File: src/rtl/lsu_pkg.sv
// lsu_pkg: shared types and constants for the load/store unit.
// FSM state encoding, funct3 codes and the op legality check.
package lsu_pkg;

   typedef enum logic [2:0] {
      IDLE,
      REQ,
      WAIT,
      RESP,
      FAULT
   } lsu_state_t;

   localparam logic [2:0] F3_LB  = 3'b000;
   localparam logic [2:0] F3_LH  = 3'b001;
   localparam logic [2:0] F3_LW  = 3'b010;
   localparam logic [2:0] F3_LBU = 3'b100;
   localparam logic [2:0] F3_LHU = 3'b101;
   localparam logic [2:0] F3_SB  = 3'b000;
   localparam logic [2:0] F3_SH  = 3'b001;
   localparam logic [2:0] F3_SW  = 3'b010;

   // An op is legal when it is exactly one of load/store,
   // its width code exists for that op, and it is aligned.
   function automatic logic op_legal(
      input logic       ld,
      input logic       st,
      input logic [2:0] f3,
      input logic [1:0] lo
   );
      logic ok;
      ok = 1'b0;
      if (ld ^ st) begin
         case (f3)
            F3_LB:   ok = 1'b1;
            F3_LH:   ok = ~lo[0];
            F3_LW:   ok = (lo == 2'b00);
            F3_LBU:  ok = ld;
            F3_LHU:  ok = ld & ~lo[0];
            default: ok = 1'b0;
         endcase
      end
      return ok;
   endfunction

endpackage

File: src/rtl/lsu_align.sv
// lsu_align: byte-lane steering for stores and load extension.
// Purely combinational; lane is the low two address bits.
module lsu_align
   import lsu_pkg::*;
(
   input  logic [2:0]  funct3,
   input  logic [1:0]  lane,
   input  logic [31:0] store_data,
   input  logic [31:0] rdata,
   output logic [3:0]  wstrb,
   output logic [31:0] wdata,
   output logic [31:0] load_data
);

   logic [31:0] shifted;

   // Store byte enables and replicated write data by width.
   always_comb begin
      wstrb = 4'b1111;
      wdata = store_data;
      case (funct3[1:0])
         2'b00: begin
            wstrb = 4'b0001 << lane;
            wdata = {4{store_data[7:0]}};
         end
         2'b01: begin
            wstrb = 4'b0011 << lane;
            wdata = {2{store_data[15:0]}};
         end
         default: begin
            wstrb = 4'b1111;
            wdata = store_data;
         end
      endcase
   end

   // Select the addressed lane and sign/zero extend it.
   always_comb begin
      shifted   = rdata >> {lane, 3'b000};
      load_data = shifted;
      case (funct3)
         F3_LB:   load_data = {{24{shifted[7]}}, shifted[7:0]};
         F3_LH:   load_data = {{16{shifted[15]}}, shifted[15:0]};
         F3_LBU:  load_data = {24'd0, shifted[7:0]};
         F3_LHU:  load_data = {16'd0, shifted[15:0]};
         default: load_data = shifted;
      endcase
   end

endmodule

File: src/rtl/load_store_unit.sv
// load_store_unit: single-outstanding data memory access unit.
// Captures one op, drives a req/gnt bus, returns load results.
module load_store_unit
   import lsu_pkg::*;
#(
   parameter int TIMEOUT = 16
) (
   input  logic        clk,
   input  logic        resetn,
   input  logic        in_valid,
   output logic        in_ready,
   input  logic        is_load,
   input  logic        is_store,
   input  logic [2:0]  funct3,
   input  logic [31:0] addr,
   input  logic [31:0] store_data,
   input  logic [4:0]  rd,
   output logic        mem_req,
   output logic        mem_we,
   output logic [31:0] mem_addr,
   output logic [3:0]  mem_wstrb,
   output logic [31:0] mem_wdata,
   input  logic        mem_gnt,
   input  logic        mem_rvalid,
   input  logic [31:0] mem_rdata,
   output logic        wb_valid,
   output logic [4:0]  wb_rd,
   output logic [31:0] wb_data,
   output logic        fault,
   output logic [31:0] fault_addr
);

   localparam int CW = $clog2(TIMEOUT + 1);

   lsu_state_t  state, state_d;
   logic        is_load_q;
   logic [2:0]  f3_q;
   logic [31:0] addr_q;
   logic [31:0] sdata_q;
   logic [4:0]  rd_q;
   logic [31:0] rdata_q;
   logic [CW-1:0] cnt;

   logic        accept;
   logic [3:0]  al_strb;
   logic [31:0] al_wdata;
   logic [31:0] al_load;

   assign accept = in_valid & in_ready & (is_load | is_store);

   lsu_align u_align (
      .funct3     (f3_q),
      .lane       (addr_q[1:0]),
      .store_data (sdata_q),
      .rdata      (rdata_q),
      .wstrb      (al_strb),
      .wdata      (al_wdata),
      .load_data  (al_load)
   );

   // State register.
   always_ff @(posedge clk or negedge resetn) begin
      if (!resetn) state <= IDLE;
      else         state <= state_d;
   end

   // Next-state logic.
   always_comb begin
      state_d = state;
      unique case (state)
         IDLE: begin
            if (accept) begin
               if (op_legal(is_load, is_store, funct3, addr[1:0]))
                  state_d = REQ;
               else
                  state_d = FAULT;
            end
         end
         REQ: begin
            if (mem_gnt) state_d = is_load_q ? WAIT : IDLE;
         end
         WAIT: begin
            if (mem_rvalid)
               state_d = RESP;
            else if (cnt == CW'(TIMEOUT - 1))
               state_d = FAULT;
         end
         RESP:    state_d = IDLE;
         FAULT:   state_d = IDLE;
         default: state_d = IDLE;
      endcase
   end

   // Capture the op on accept and the read data on rvalid.
   always_ff @(posedge clk or negedge resetn) begin
      if (!resetn) begin
         is_load_q <= 1'b0;
         f3_q      <= '0;
         addr_q    <= '0;
         sdata_q   <= '0;
         rd_q      <= '0;
         rdata_q   <= '0;
      end else begin
         if (accept) begin
            is_load_q <= is_load;
            f3_q      <= funct3;
            addr_q    <= addr;
            sdata_q   <= store_data;
            rd_q      <= rd;
         end
         if (state == WAIT && mem_rvalid) rdata_q <= mem_rdata;
      end
   end

   // Response timeout counter, cleared on WAIT entry.
   always_ff @(posedge clk or negedge resetn) begin
      if (!resetn)
         cnt <= '0;
      else if (state_d == WAIT && state != WAIT)
         cnt <= '0;
      else if (state == WAIT)
         cnt <= cnt + 1'b1;
   end

   // Bus, writeback and fault outputs decoded from state.
   always_comb begin
      in_ready   = (state == IDLE);
      mem_req    = (state == REQ);
      mem_we     = mem_req & ~is_load_q;
      mem_addr   = mem_req ? {addr_q[31:2], 2'b00} : '0;
      mem_wstrb  = mem_we ? al_strb : 4'b0000;
      mem_wdata  = mem_we ? al_wdata : '0;
      wb_valid   = (state == RESP);
      wb_rd      = wb_valid ? rd_q : '0;
      wb_data    = wb_valid ? al_load : '0;
      fault      = (state == FAULT);
      fault_addr = fault ? addr_q : '0;
   end

endmodule

File: config.mk
export PLATFORM = sky130hd
export DESIGN_NAME = load_store_unit
export DESIGN_NICKNAME = d
export VERILOG_FILES = /design/src/rtl/lsu_pkg.sv /design/src/rtl/lsu_align.sv /design/src/rtl/load_store_unit.sv
export SDC_FILE = /design/constraint.sdc
export NUM_CORES = 1
export LEC_CHECK = 0
export CORE_ASPECT_RATIO = 1.25
export CORE_MARGIN = 2
export CORE_UTILIZATION = 33
export DETAILED_ROUTE_END_ITERATION = 8
export GPL_TIMING_DRIVEN = 0
export PLACE_DENSITY = 0.66
export SLEW_MARGIN = 20
export SYNTH_ARGS = -nofsm -noshare
export SYNTH_HDL_FRONTEND = slang
export SYNTH_SLANG_ARGS = --single-unit
File: constraint.sdc
create_clock -name clk -period 1.6 [get_ports clk]
set_clock_uncertainty 0.15 [all_clocks]
set_input_delay 0.16 -clock clk [delete_from_list [all_inputs] [get_ports clk]]
set_output_delay 0.16 -clock clk [all_outputs]
set_load 0.02 [all_outputs]
==> results.txt <==
- Once the floorplan was initialized, standard cells occupied about 34% of the core.
* DP HPWL: ~16 mm
- Counting stages on the worst path, the most repeated cell is sky130_fd_sc_hd__buf_6.
- Quantity of I/O buffers inserted on ports: 250
- In this run the worst hold path is classified as primary input to asynchronous set/reset pin.
- The clock network is responsible for around 18% of the overall power.
- Routability congestion estimate from global placement: between 0.8 and 0.9
- Share of cell area taken by muxes after synthesis: ~26%
* Number of pins exceeding their max-slew limit in the final report: 0
- In this run the power density over the cells is around 1700 nW/um^2.
- The synthesized netlist devotes approximately 16% of its cell area to simple gates.
* Critical Path AT: ~2200 ps
- Average instance area after synthesis: 11.4 um^2
- Avg Vias per Cell: ~5
- Switching component of the power: about 8.2 mW
- Number of I/O pins: 253
* Iteration-0 DRC Markers: approximately 310
- Measured in cells, the most critical reg-to-reg path has a length of 9.
* Number of nets still failing antenna checks after routing: 0
- Setup violations remaining at the end of the flow were counted as around 250.
* Yosys warning total: 0
- Startpoint types: flip-flop
* Worst Path Max Fanout: 5
* Post-synthesis xor/xnor area fraction: 0.278%
- The post-route netlist has between 60% and 70% of its cells at a drive strength greater than 1.
* Leading register cell type out of synthesis: sky130_fd_sc_hd__dfrtp_1
* Total inserted antenna cells: 0
- Registers are responsible for 26.4% of the overall power.
- In the global route stage, overall resource usage came out at roughly a quarter.
- Clock latency on the worst-skew pair, taken at its later pin, is 410 ps.
- Area growth, synth to finish: 99.7%
- F_max: 404 MHz
- Clock tree from TritonCTS: yes
* Critical path cell sequence: mux4_2 > nor2b_4 > o21ai_4 > buf_6 > nor2_4 > buf_6
- Critical Setup Path Class: flip-flop to output pin
* Leakage power summed over all cells: 5.75 nW
- The first global-routing pass estimated 36.6 mm of wire.
- After layout, the minimum clock period comes to approximately 2500 ps.
- Routed Wire Length: between 20 and 25 mm
* Count of flip-flops with a built-in enable after synthesis: 0
- Part of the power in combinational logic: a little under three fifths
- Failing checks: negative setup slack
* Full die area: approximately 20000 um^2
- The cell count after synthesis came out at 551.
* Hold Slack: about 76 ps
* Synth Area in Compound Gates: 7.91%
- Number of antenna violations at the first check in global routing: 0
- By area, the combinational part of the netlist is dominated by multiplexers.
* Number of detailed-route iterations in the first pass: 4
* Number of core rows: 56
- On the critical path, the stage with the largest delay is an instance of sky130_fd_sc_hd__mux4_2.
* RSZ-0062 raised after global routing: yes
* Endpoints failing hold: 0
- Sequential cell area fraction in the yosys report: 44.9%
- Dividing the detail-routed wire length by the instance count gives 21.3 um.
- The largest single stage delay on the critical path is roughly 530 ps.
* Count of maximum capacitance violations: 0
- At the worst endpoint, the required time is 1290 ps.
- DR vias: between 5000 and 6000
* Via count of the first global-routing pass: around 6400
- For this design, the sink count on the clock tree is 113.
- Unique masters post-synth: 46
- Proportion of register bits with asynchronous set or reset after synthesis: 100%
* Largest vdd supply drop: 0.00104 V
- Internal power contribution: approximately 14 mW
- Syn Std Cell Area: around 6300 um^2
* Number of buffers created by CTS: 17
- Remaining global-route overflow: 0
* Maximum number of pins on one net before global-route repair: 74
- Net count reported at finish: between 1000 and 1500
- Setup TNS: -153440 ps
- Area of the core: 18700 um^2
* Run status: finished, violations left
- Synthesized-area fraction occupied by adder cells: less than 1%
* Die outline width: about 130 um
- The filler cells instantiated in the layout total 1255.
- The worst setup path is captured at an output pin.
- The synthesized design contains around 110 register bits.
* Switching power as a share of total power: between 30% and 40%
* Fin worst setup slack: -874 ps
* Portion of the clock cycle consumed by the worst path in the final layout: 155%
* Max Buffers Root-to-Sink: 2
- Clock tree synthesis selected as its root buffer the cell sky130_fd_sc_hd__clkbuf_16.
- The H-tree was split into 4 levels.
- In the routed design, unresolved DRC markers number 0.
* Reg clk slew, reported paths: around 60 ps
- Die outline height: approximately 160 um
==> cell usage in the layout (no fill, tap or decap), types with 3 or more instances in the layout <==
master                            netlist  layout
sky130_fd_sc_hd__nor2b_1               10       3
sky130_fd_sc_hd__and2_4                 0      76
sky130_fd_sc_hd__inv_6                  0       7
sky130_fd_sc_hd__clkinv_4               1       3
sky130_fd_sc_hd__mux2i_4                0       4
sky130_fd_sc_hd__buf_4                  9      43
sky130_fd_sc_hd__bufinv_16              0       3
sky130_fd_sc_hd__a21oi_4                0      12
sky130_fd_sc_hd__clkbuf_8               0       3
sky130_fd_sc_hd__nor2b_4                0       6
sky130_fd_sc_hd__a21o_1                 8       8
sky130_fd_sc_hd__clkdlybuf4s50_1        0     109
sky130_fd_sc_hd__nor2_1                41      16
sky130_fd_sc_hd__nand2_1               24      23
sky130_fd_sc_hd__a211oi_2               0       9
sky130_fd_sc_hd__ha_1                   3       3
sky130_fd_sc_hd__o21ai_4                0       4
sky130_fd_sc_hd__nand3_1                3       3
sky130_fd_sc_hd__clkbuf_16              0      21
sky130_fd_sc_hd__dfrtp_2                0       4
sky130_fd_sc_hd__buf_12                 0      21
sky130_fd_sc_hd__mux2_4                30      70
sky130_fd_sc_hd__buf_16                 0       9
sky130_fd_sc_hd__a221oi_2               0       6
sky130_fd_sc_hd__a211oi_1              15       5
sky130_fd_sc_hd__mux2i_2                0       7
sky130_fd_sc_hd__nor2_4                 0      26
sky130_fd_sc_hd__buf_8                  0      16
sky130_fd_sc_hd__inv_1                  6       5
sky130_fd_sc_hd__o21ai_2                9       8
sky130_fd_sc_hd__nor3b_4                1       4
sky130_fd_sc_hd__a21oi_1               24       8
sky130_fd_sc_hd__buf_6                  8     188
sky130_fd_sc_hd__mux2_2                75      42
sky130_fd_sc_hd__dfrtp_1              113     109
sky130_fd_sc_hd__o21ai_0                7       3
sky130_fd_sc_hd__a21oi_2                0       4
sky130_fd_sc_hd__mux2i_1               24      13
==> state kept, by name, summed over array words and instances, names as in the netlist <==
signal	count
f3_q	3
rdata_q	32
sdata_q	32
state	3
addr_q	32
rd_q	5
cnt	5
is_load_q	1
==> worst max-delay path, delay by kind of cell, from the launching register on <==
| family | cells | cell delay [ps] |
|---|---|---|
| multiplexers | 1 | 530 |
| flip-flops | 1 | 420 |
| buffers and inverters | 2 | 330 |
| AO/OA/AOI/OAI | 1 | 270 |
| AND/OR/NAND/NOR | 2 | 210 |
==> worst paths after layout <==
check,from,to,slack [ps]
worst max-delay path,rdata_q[31],wb_data[13],-870
worst min-delay path,resetn,rdata_q[10],80
worst max register to register,state[2],addr_q[9],-640
worst min register to register,sdata_q[17],sdata_q[17],360
max in group asynchronous,resetn,addr_q[1],480
min in group clk,is_load,is_load_q,200
==> routing by layer <==
metal	wire length, um	track usage [%]	vias up
li1	-	-	2666
met1	9460	26.4	2917
met2	13100	43.1	258
met3	1760	7.96	43
met4	651	8.16	0
met5	0	0	-
==> synthesized netlist by cell type (all sizes together), types with 10 or more instances <==
library cell | number | area share (%)
mux2i | 24 | 3.8
a211oi | 15 | 1.8
a21oi | 24 | 1.9
nor2b | 10 | 0.99
mux2 | 112 | 22
nand2 | 24 | 1.4
buf | 28 | 3.3
dfrtp | 113 | 45
and2 | 77 | 7.6
o21ai | 16 | 1.8
nor2 | 42 | 2.5
clkbuf | 12 | 0.72
==> cell families (layout without fill, tap and decap cells) <==
kind of cell | count (synthesis) | in the layout
buf+inv | 47 | 434
mux | 137 | 137
simple gates | 174 | 174
compound gates | 74 | 74
other cells | 1 | 2
flops | 113 | 113
xor+xnor | 2 | 2
fa+ha+maj | 3 | 3
==> timing repair <==
item | 4_1_cts | 5_1_grt
pin swaps | 41 | 38
endpoints found under the hold margin | 113 | 0
setup endpoints to repair | 252 | 253
gates cloned | 12 | 4
buffers inserted | 82 | 33
gates resized for setup | 1096 | 97
hold buffers | 1 | 0
==> power groups by stage <==
stage	clock network (mW)	logic, mW	registers (mW)
after floorplan	0	5.71	5.04
after global placement	0	7.74	5.45
after detailed placement	0	7.89	5.51
after CTS	4.08	11.2	5.64
after global routing	4.24	12.7	5.94
final	4.03	12.1	5.77
==> through the flow <==
step,instances,setup WS (ps),util (%),total power [mW],cell area [um^2]
floorplan,552,-267,-,10.8,6700
detailed placement,1035,-1190,50.9,13.4,9520
CTS,1151,-847,64.7,20.9,12100
global route,1171,-934,67.2,22.9,12600
finish,1171,-874,67.2,21.9,12600
global placement,1034,-4690,50.7,13.2,9490
==> layout make-up <==
cell class,count,area (um^2),area share (%)
clock buffer,17,425,3.38
multi-input combinational,392,4200,33.4
inverter,7,38.8,0.308
timing repair buffer,363,4110,32.7
tap,232,290,2.31
sequential,113,2830,22.5
buffer,32,490,3.90
clock inverter,15,196,1.56
No activity file was read; power rests on OpenSTA's default activity.
